$ cat src/rtl/fp_threshold_monitor.sv
`timescale 1ns/1ps
// Module: fp_threshold_monitor
// Purpose: Classifies IEEE-754 samples against a threshold (GT/LT/EQ/UNORD) and keeps a
//          debounced stable state for each channel.
// Latency: an accepted sample appears on out_* one cycle later. Backpressure: a result is
//          held while out_valid && !out_ready, and no new sample is accepted during that time.
// Ports:   clk/rst_n (async active-low); in_valid/in_ready/in_ch/in_data/thr sample stream;
//          out_valid/out_ready/out_ch/out_{gt,lt,eq,unord,evt} result stream;
//          stable holds 2 bits per channel (00 UNK, 01 GT, 10 LT, 11 EQ).
module fp_threshold_monitor #(
  parameter int EXP_W   = 8,
  parameter int MAN_W   = 23,
  parameter int N_CH    = 4,
  parameter int DEB_CNT = 3,
  localparam int W      = 1 + EXP_W + MAN_W,
  localparam int CH_W   = (N_CH > 1) ? $clog2(N_CH) : 1
) (
  input  logic              clk,
  input  logic              rst_n,
  input  logic              in_valid,
  output logic              in_ready,
  input  logic [CH_W-1:0]   in_ch,
  input  logic [W-1:0]      in_data,
  input  logic [W-1:0]      thr,
  output logic              out_valid,
  input  logic              out_ready,
  output logic [CH_W-1:0]   out_ch,
  output logic              out_gt,
  output logic              out_lt,
  output logic              out_eq,
  output logic              out_unord,
  output logic              out_evt,
  output logic [2*N_CH-1:0] stable
);

  localparam int CNT_W = $clog2(DEB_CNT + 1);
  localparam logic [CNT_W-1:0] DEB_MAX = CNT_W'(DEB_CNT);

  // Class codes double as the stable-state encoding; UNORD maps to UNK.
  localparam logic [1:0] CLS_UNK = 2'b00;
  localparam logic [1:0] CLS_GT  = 2'b01;
  localparam logic [1:0] CLS_LT  = 2'b10;
  localparam logic [1:0] CLS_EQ  = 2'b11;

  // ---------------- classification ----------------
  logic         a_sgn, b_sgn, a_nan, b_nan;
  logic [W-2:0] a_mag, b_mag;
  logic [1:0]   cls;

  assign a_sgn = in_data[W-1];
  assign b_sgn = thr[W-1];
  assign a_mag = in_data[W-2:0];
  assign b_mag = thr[W-2:0];
  assign a_nan = (&in_data[W-2:MAN_W]) && (|in_data[MAN_W-1:0]);
  assign b_nan = (&thr[W-2:MAN_W]) && (|thr[MAN_W-1:0]);

  always_comb begin
    cls = CLS_UNK;
    if (a_nan || b_nan) begin
      cls = CLS_UNK;
    end else if ((a_mag == '0) && (b_mag == '0)) begin
      cls = CLS_EQ;                       // +0 == -0
    end else if (a_sgn != b_sgn) begin
      cls = a_sgn ? CLS_LT : CLS_GT;
    end else if (a_mag == b_mag) begin
      cls = CLS_EQ;
    end else begin
      // Sign-magnitude: a larger magnitude is smaller when both are negative.
      cls = ((a_mag > b_mag) ^ a_sgn) ? CLS_GT : CLS_LT;
    end
  end

  // ---------------- handshake ----------------
  logic out_valid_q, out_valid_d;
  logic accept;

  assign in_ready = !out_valid_q || out_ready;
  assign accept   = in_valid && in_ready;

  // ---------------- debounce ----------------
  logic [N_CH-1:0][1:0]       cand_q, cand_d;
  logic [N_CH-1:0][CNT_W-1:0] cnt_q, cnt_d;
  logic [2*N_CH-1:0]          stable_q, stable_d;
  logic                       evt_d;

  // Channel ids >= N_CH match no k, so they leave all channel state untouched.
  always_comb begin
    cand_d   = cand_q;
    cnt_d    = cnt_q;
    stable_d = stable_q;
    evt_d    = 1'b0;
    for (int k = 0; k < N_CH; k++) begin
      if (accept && (in_ch == CH_W'(k))) begin
        if (cand_q[k] == cls) begin
          cnt_d[k] = (cnt_q[k] == DEB_MAX) ? DEB_MAX : cnt_q[k] + 1'b1;
        end else begin
          cand_d[k] = cls;
          cnt_d[k]  = CNT_W'(1);
        end
        if ((cnt_d[k] == DEB_MAX) && (stable_q[2*k +: 2] != cls)) begin
          stable_d[2*k +: 2] = cls;
          evt_d              = 1'b1;
        end
      end
    end
  end

  // ---------------- output register ----------------
  logic [CH_W-1:0] out_ch_q, out_ch_d;
  logic [3:0]      flags_q, flags_d;   // {gt, lt, eq, unord}
  logic            evt_q, evt_q_d;

  always_comb begin
    out_valid_d = out_valid_q && !out_ready;
    out_ch_d    = out_ch_q;
    flags_d     = flags_q;
    evt_q_d     = evt_q;
    if (accept) begin
      out_valid_d = 1'b1;
      out_ch_d    = in_ch;
      flags_d     = {cls == CLS_GT, cls == CLS_LT, cls == CLS_EQ, a_nan || b_nan};
      evt_q_d     = evt_d;
    end
  end

  always_ff @(posedge clk or negedge rst_n) begin
    if (!rst_n) begin
      out_valid_q <= 1'b0;
      out_ch_q    <= '0;
      flags_q     <= '0;
      evt_q       <= 1'b0;
      cand_q      <= '0;
      cnt_q       <= '0;
      stable_q    <= '0;
    end else begin
      out_valid_q <= out_valid_d;
      out_ch_q    <= out_ch_d;
      flags_q     <= flags_d;
      evt_q       <= evt_q_d;
      cand_q      <= cand_d;
      cnt_q       <= cnt_d;
      stable_q    <= stable_d;
    end
  end

  assign out_valid = out_valid_q;
  assign out_ch    = out_ch_q;
  assign out_gt    = flags_q[3];
  assign out_lt    = flags_q[2];
  assign out_eq    = flags_q[1];
  assign out_unord = flags_q[0];
  assign out_evt   = evt_q;
  assign stable    = stable_q;

endmodule
$ cat config.mk
export PLATFORM = sky130hd
export DESIGN_NAME = fp_threshold_monitor
export DESIGN_NICKNAME = d
export VERILOG_FILES = /design/src/rtl/fp_threshold_monitor.sv
export SDC_FILE = /design/constraint.sdc
export NUM_CORES = 1
export LEC_CHECK = 0
export ABC_AREA = 0
export ABC_CLOCK_PERIOD_IN_PS = 2350
export CAP_MARGIN = 20
export CORE_UTILIZATION = 47
export DETAILED_ROUTE_END_ITERATION = 8
export MAX_ROUTING_LAYER = met4
export PLACE_DENSITY = 0.81
export RECOVER_POWER = 100
export SLEW_MARGIN = 20
export SYNTH_ARGS = -nofsm -noshare
export SYNTH_HDL_FRONTEND = slang
export SYNTH_SLANG_ARGS = --single-unit
$ cat constraint.sdc
create_clock -name clk -period 2.35 [get_ports clk]
set_input_delay 0.705 -clock clk [delete_from_list [all_inputs] [get_ports clk]]
set_output_delay 0.705 -clock clk [all_outputs]
set_load 0.03 [all_outputs]
==> metrics.txt, run 1 <==
status did not finish; Halt Stage global routing; stop err [ERROR GRT-0232] Routing congestion too high. Check the congestion heatmap in the GUI.; I/O pin count 87; Setup WS pre-CTS -1.43 ns; Avg Synthesized Cell Area 8.58 um2; asr flop ratio synth 100%; syn_nets roughly 420; Mapped Cells 316; GPL Wtd Cong slightly above 0.9; Initial Util 48.9%; Synth Flop Type dfrtp_1; GRT Total Usage 70.4%; Synth top cells by count inv_1 (42), nand2_1 (36), dfrtp_1 (32); Yosys cell types 52; share of the yosys chip area belonging to registers 29.5%; most instantiated library cell after synthesis inv_1; Synth top area share 29.5%; GRT repair_timing worst endpoint stable[1]$_DFFE_PN0P_/D; Max Root-Sink Buffers 2; Port Buffers between 80 and 90; CTS buffer count 5; Yosys top cell by area dfrtp_1; row count 27; clock sink count 32; grt total ovfl 35; root buffer cell clkbuf_8; largest net degree at the start of global routing 33; Yosys warning total 0; CTS H-tree depth 2; EDFF count, synth 0; #FFs+latches synth 32; Die Width 78.0 um; DP HPWL 6750 um; Post-CTS Hold Fix Bufs 0; Worst endpoint type sequential cell input; synth top area cells dfrtp_1 (30%), ha_1 (14%), inv_1 (5.8%), nand2_1 (5.0%), a21oi_1 (3.9%); cell area after synthesis around 2700 um2; Die Height between 70 and 80 um
-- what timing repair did --
item,4_1_cts
cloned,2
resized for setup,233
setup buffers,20
pin swaps,60
endpoints found under the setup margin,28
-- cells by family after synthesis --
logic type / Yosys count / synth area share [%]
flops: 32 / 29.5
mux: 11 / 4.11
simple gates: 117 / 23.9
buf+inv: 46 / 6.65
compound gates: 68 / 17.1
fa+ha+maj: 31 / 14.3
xor+xnor: 11 / 4.38
-- per-stage QoR --
stage                     instance area [um2]  TNS [ns]  instances  utilization [%]  hold WS [ns]
after CTS                                4900    -14.30        557             88.4         0.492
after global placement                   4300    -31.83        527             77.7         0.464
after detailed placement                 4300    -34.06        527             77.7         0.476
after floorplan                          2960    -11.20        316                -         0.409
-- metal layers --
metal  overflow  GRT usage [%]
met1          0           66.3
met2         20           92.4
met3          0           42.6
met4         15           78.3
met5          -              -
==> run 2, diff against run 1 <==
- CORE_UTILIZATION: 47 -> 33
- MAX_ROUTING_LAYER: met4 -> not set
- PLACE_DENSITY: 0.81 -> not set
- PLACE_DENSITY_LB_ADDON: not set -> 0.15
==> metrics.txt, run 2 <==
Internal Pwr Total about 0.0017 W; #FFs+latches synth 32 (unchanged); die area 8580 um2; Core Area slightly below 8000 um2; drt pass-1 iters 4; crit path DAT ~3.2 ns; CP delay by family, top simple AND/OR/NAND/NOR gates; CP Class in2reg; I/O pin count 87 (unchanged); crit share post-route 131%; Seq pwr share 30.6%; relative slew slack ~44%; Crit. End Element flip-flop; vias in the first global route 3199; Tot Pwr approximately 0.0028 W; Yosys top cell by area dfrtp_1 (unchanged); Synth top cells by count inv_1 (42), nand2_1 (36), dfrtp_1 (32) (unchanged); most common cell after layout, fill and taps aside buf_4; fraction of layout cells with a size suffix above 1 56.9%; Initial Util 34.6% (was 48.9%); final setup fails 28; Max Root-Sink Buffers 2 (unchanged); Net Sw Frac 41.0%; n_diodes 0; Worst-Margin Slew 0.836 ns; row count 32 (was 27); NumNets Final 597; switching pwr 0.00116 W; commonest non-fill, non-tap cells in the layout buf_4 (70), buf_6 (39), dfrtp_1 (32), nand2_1 (31), ha_4 (26); PnR worst setup slack -0.727 ns; worst vdd ir 314 uV; fmax between 0.3 and 0.4 GHz; Synth Flop Type dfrtp_1 (unchanged); drt total wl 9570 um; post-route cell area 5260 um2; Clk pwr share 14.3%; worst hold path type reg2reg; Min Hold Slack 0.471 ns; Post-Route Skew 0.00891 ns; maximum fanout along the worst path 6; area grow syn2layout 94.0%; status finished, violations left (was did not finish); syn_nets 417 (unchanged); Placed Cells 558 (was 527); first-pass GRT wire length approximately 14000 um; crit path buf inv count 6; slowest CP cell or4b_4; Die Width 92.6 um (was 78.0 um); GRT Total Usage 21.3%; max_cap viols 0; via count roughly 3100; Setup WS pre-CTS -1.48 ns (was -1.43 ns); Avg Synthesized Cell Area 8.58 um2 (unchanged); CTS H-tree depth 2 (unchanged); startpoint class of the critical path input port; Vias/cell 5.22; root buffer cell clkbuf_8 (unchanged); PwrDens 538 nW/um2; Slew Viols, Final 0; Hold Vio Cnt, Final 0; Final Non-Filler Cells 598; leak pwr 2.29 nW; Antenna Nets Post-Route 0; most instantiated library cell after synthesis inv_1 (unchanged); CP Data Required Time about 2.5 ns; Mapped Cells 316 (unchanged); initial drt markers 127; CTS buffer count 5 (unchanged); clock sink count 32 (unchanged); clock tree from TritonCTS built; routed length per instance between 15 and 20 um; grt total ovfl 0; largest net degree at the start of global routing 33; Yosys warning total 0 (unchanged); Yosys cell types 52 (unchanged); Comb pwr share 55.1%; EDFF count, synth 0 (unchanged); Die Height 92.6 um (was 78.0 um); Synth top area share 29.5% (unchanged); Clock Latency Late Sink roughly 0.29 ns; violated checks negative setup slack; initial antenna violation count 0; asr flop ratio synth 100% (unchanged); synth top area cells dfrtp_1 (30%), ha_1 (14%), inv_1 (5.8%), nand2_1 (5.0%), a21oi_1 (3.9%) (unchanged); Remaining DRCs 0; share of the yosys chip area belonging to registers 29.5% (unchanged); min cycle time layout 3.08 ns; CTS clk-pin slew, worst paths 0.07 ns; cell area after synthesis 2710 um2 (unchanged); GPL Wtd Cong 0.842 (was 0.921); DP HPWL 6270 um (was 6750 um); RSZ-0062 raised after global routing yes; placed inst area 4350 um2 (was 4300 um2); Port Buffers 86 (unchanged); CP cell instances clkbuf_2, inv_1, ha_1, nand4_1, buf_4, nor4_4, buf_4, nand3_4, nand2_2, or4b_4, nand3_4, buf_12, xor2_4, buf_6, and2_4, a31oi_4; peak per-stage delay on the critical path 0.60 ns
-- run 2: cell counts after synthesis --
Identical to the previous run, type by type.
-- run 2: final cells by class --
cell class | count | area [um2]
inverter | 42 | 180
clock buffer | 6 | 72.6
tap | 102 | 128
clock inverter | 1 | 5.00
timing repair buffer | 177 | 1520
sequential | 32 | 801
fill | 628 | 2590
multi-input combinational | 238 | 2550
-- run 2: through the flow --
step                      utilization (%)  setup TNS [ns]
after floorplan                         -          -11.20
after global placement               55.4          -32.85
after detailed placement             55.4          -34.36
after CTS                            62.9          -15.15
after global routing                 67.0          -17.33
final                                67.0          -14.08
-- run 2: cell families (layout without fill, tap and decap cells) --
| logic type | after synthesis | in the layout | share of synthesized area [%] |
|---|---|---|---|
| compound gates | 68 | 68 | 17.1 |
| buf+inv | 46 | 226 | 6.65 |
| flops | 32 | 32 | 29.5 |
| xor+xnor | 11 | 11 | 4.38 |
| fa+ha+maj | 31 | 31 | 14.3 |
| mux | 11 | 11 | 4.11 |
| simple gates | 117 | 117 | 23.9 |
-- run 2: final timing paths --
path                                   to       from  slack, ns  depth (start not counted)
min in group asynchronous       stable[6]      rst_n       1.04                          2
worst max-delay path             cnt_q[2]    thr[11]      -0.73                         16
worst min-delay path            out_ch[1]  out_ch[1]       0.47                          2
max in group asynchronous        cnt_q[3]      rst_n       0.78                          2
worst max register to register  stable[3]  out_valid       0.56                          8
worst min register to register  out_ch[1]  out_ch[1]       0.47                          2
-- run 2: layer usage --
| layer | GRT usage (%) | up-vias | share of wire (%) |
|---|---|---|---|
| met5 | 0 | - | 0 |
| met4 | 5.90 | 0 | 3.0 |
| met3 | 3.78 | 28 | 3.8 |
| met2 | 38.6 | 83 | 51 |
| met1 | 25.8 | 1502 | 42 |
| li1 | - | 1511 | - |
-- run 2: power by group through the flow --
stage / Clock (W) / Sequential [W] / Combinational, W
floorplan: 0 / 0.000976 / 0.000546
global placement: 0 / 0.000841 / 0.00119
detailed placement: 0 / 0.000847 / 0.00121
CTS: 0.000410 / 0.000846 / 0.00139
global route: 0.000435 / 0.000883 / 0.00167
finish: 0.000405 / 0.000865 / 0.00156
-- run 2: worst reg2reg max path: stages, from the launching register on --
cell	delay (ns)
dfrtp_1	0.37
nand2b_1	0.13
nand2_1	0.13
nor2_1	0.29
nand2_1	0.15
nor2_1	0.12
mux2_4	0.19
o2111ai_4	0.16
mux2i_1	0.15
-- run 2: repair_timing --
item,CTS,global route
resized for setup,266,135
endpoints found under the setup margin,28,28
pin swaps,66,70
hold buffers,0,0
setup buffers,24,14
No activity file was read; power rests on OpenSTA's default activity.
==> run 3, diff against run 2 <==
- ABC_AREA: 0 -> not set
- GPL_ROUTABILITY_DRIVEN: not set -> 0
==> results of run 3 <==
No change in the layout: final DEF, timing and power equal those of run 2.
==> run 4, diff against run 3 <==
- CORE_UTILIZATION: 33 -> 47
==> metrics.txt, run 4 (synthesized netlist as in run 2, its figures left out) <==
status finished, violations left (unchanged); violated checks negative setup slack (unchanged); grt total ovfl 0 (unchanged); Core Area 5540 um2 (was 7850 um2); CTS H-tree depth 2 (unchanged); final setup fails 29 (was 28); Die Height 78.0 um (was 92.6 um); I/O pin count 87 (unchanged); worst hold stages 2 (unchanged); worst reg-to-reg path cell count 8 (unchanged); crit share post-route 140% (was 131%); Worst R2R Start out_valid (unchanged); Antenna Nets Post-Route 0 (unchanged); Die Width 78.0 um (was 92.6 um); Setup WS pre-CTS -1.46 ns (was -1.48 ns); worst hold path type reg2reg (unchanged); Vias/cell 6.71 (was 5.22); commonest non-fill, non-tap cells in the layout buf_4 (66), dfrtp_1 (32), clkbuf_2 (31), nand2_1 (30), ha_4 (28) (was buf_4 (70), buf_6 (39), dfrtp_1 (32), nand2_1 (31), ha_4 (26)); clock sink count 32 (unchanged); routed length per instance 25.3 um (was 16.0 um); worst setup path start thr[19] (was thr[11]); worst vdd ir 555 uV (was 314 uV); Post-CTS Hold Fix Bufs 0 (unchanged); crit path DAT 3.49 ns (was 3.24 ns); clock tree from TritonCTS built (unchanged); drt total wl 14300 um (was 9570 um); relative slew slack 44.3% (about the same); Clock Latency Late Sink 0.30 ns (was 0.29 ns); HP Start out_ch[1] (unchanged); post-route cell area 5210 um2 (was 5260 um2); largest net degree at the start of global routing 33 (unchanged); PwrDens 596 nW/um2 (was 538 nW/um2); fmax 0.305 GHz (was 0.325 GHz); placed inst area 4320 um2 (was 4350 um2); final core occ 94.1% (was 67.0%); leak pwr 2.27 nW (was 2.29 nW); worst r2r dst stable[3] (unchanged); maximum fanout along the worst path 8 (was 6); CTS clk-pin slew, worst paths 0.07 ns (about the same); Worst-Margin Slew 0.835 ns (was 0.836 ns); CP Class in2reg (unchanged); CTS buffer count 5 (unchanged); most common cell after layout, fill and taps aside buf_4 (unchanged); DP HPWL 6320 um (was 6270 um); drt pass-1 iters 7 (was 4); Remaining DRCs 0 (unchanged); row count 27 (was 32); Filler cells 168 (was 628); RSZ-0062 raised after global routing yes (unchanged); Hold Vio Cnt, Final 0 (unchanged); Crit. End Element flip-flop (unchanged); GRT Total Usage 36.8% (was 21.3%); fraction of layout cells with a size suffix above 1 57.4% (was 56.9%); Slew Viols, Final 0 (unchanged); Port Buffers 86 (unchanged); max_cap viols 0 (unchanged); initial antenna violation count 0 (unchanged); NumNets Final 594 (was 597); first-pass GRT wire length 17100 um (was 14500 um); area grow syn2layout 92.3% (was 94.0%); min cycle time layout 3.28 ns (was 3.08 ns); vias in the first global route 3581 (was 3199); root buffer cell clkbuf_8 (unchanged); hold endpoint out_ch[1] (unchanged); reg2reg setup slack 0.39 ns (was 0.56 ns); PnR worst setup slack -0.933 ns (was -0.727 ns); via count 3791 (was 3124); startpoint class of the critical path input port (unchanged); n_diodes 0 (unchanged); die area 6080 um2 (was 8580 um2); Initial Util 48.9% (was 34.6%); Post-Route Skew 0.0101 ns (was 0.00891 ns); Max Root-Sink Buffers 2 (unchanged); CP Data Required Time 2.55 ns (was 2.51 ns); Min Hold Slack 0.501 ns (was 0.471 ns); initial drt markers 294 (was 127)
==> run 4: cell types whose count changed in the layout (fill, tap and decap cells not counted), moves of 4 or more <==
cell             before  now
inv_2                18   23
clkdlybuf4s15_1       1    6
clkbuf_2             19   31
buf_6                39   24
buf_4                70   66
==> run 4: report_power, final <==
group	total, W	leakage, nW	internal (W)	switching, W
Sequential	0.000901	0.367	0.000708	0.000193
Combinational	0.00173	1.85	0.000782	0.000945
Clock	0.000480	0.0503	0.000261	0.000219
==> run 4: layer usage <==
| metal | wire length (um) | up-vias | share of wire (%) | track usage, % |
|---|---|---|---|---|
| li1 | - | 1506 | - | - |
| met1 | 4630 | 1740 | 32 | 37.2 |
| met2 | 6800 | 373 | 48 | 69.0 |
| met3 | 1180 | 172 | 8.2 | 5.88 |
| met4 | 1660 | 0 | 12 | 24.3 |
| met5 | 0 | - | 0 | 0 |
==> run 4: worst max-delay path by stage <==
stage	cells past startpoint	slack (ns)	endpoint
final	13	-0.93	stable[1]
after global routing	14	-1.08	cnt_q[6]
after CTS	13	-0.70	stable[5]
after detailed placement	12	-1.46	stable[7]
after global placement	12	-1.34	stable[7]
after floorplan	10	-0.62	stable[6]
==> run 4: layout make-up <==
class	instances	area, um2	area share, %
Timing Repair Buffer	173	1390	26.7
Tap cell	72	90.1	1.73
Clock buffer	7	96.3	1.85
Sequential cell	32	801	15.4
Multi-Input combinational cell	239	2660	51.0
Inverter	42	175	3.36
==> run 4: timing repair <==
| item | in CTS | in global routing |
|---|---|---|
| setup buffers | 15 | 16 |
| pin swaps | 56 | 69 |
| endpoints found under the setup margin | 28 | 28 |
| cloned | 1 | 0 |
| resized for setup | 220 | 152 |
==> run 4: worst max-delay path: stages <==
cell	delay (ns)
buf_6	0.10
buf_4	0.12
nor4_1	0.52
nand4_1	0.27
nor2_2	0.23
nand2_2	0.14
buf_4	0.18
o2111ai_4	0.13
nand3_4	0.25
buf_6	0.20
xnor2_4	0.14
o2111ai_4	0.25
mux2i_1	0.24
==> run 4: through the flow <==
step | setup TNS [ns] | cells | power, W
finish | -19.97 | 565 | 0.00311
global route | -21.12 | 565 | 0.00322
CTS | -14.41 | 550 | 0.00267
detailed placement | -34.78 | 529 | 0.00206
global placement | -32.04 | 529 | 0.00201
floorplan | -11.20 | 316 | 0.00152
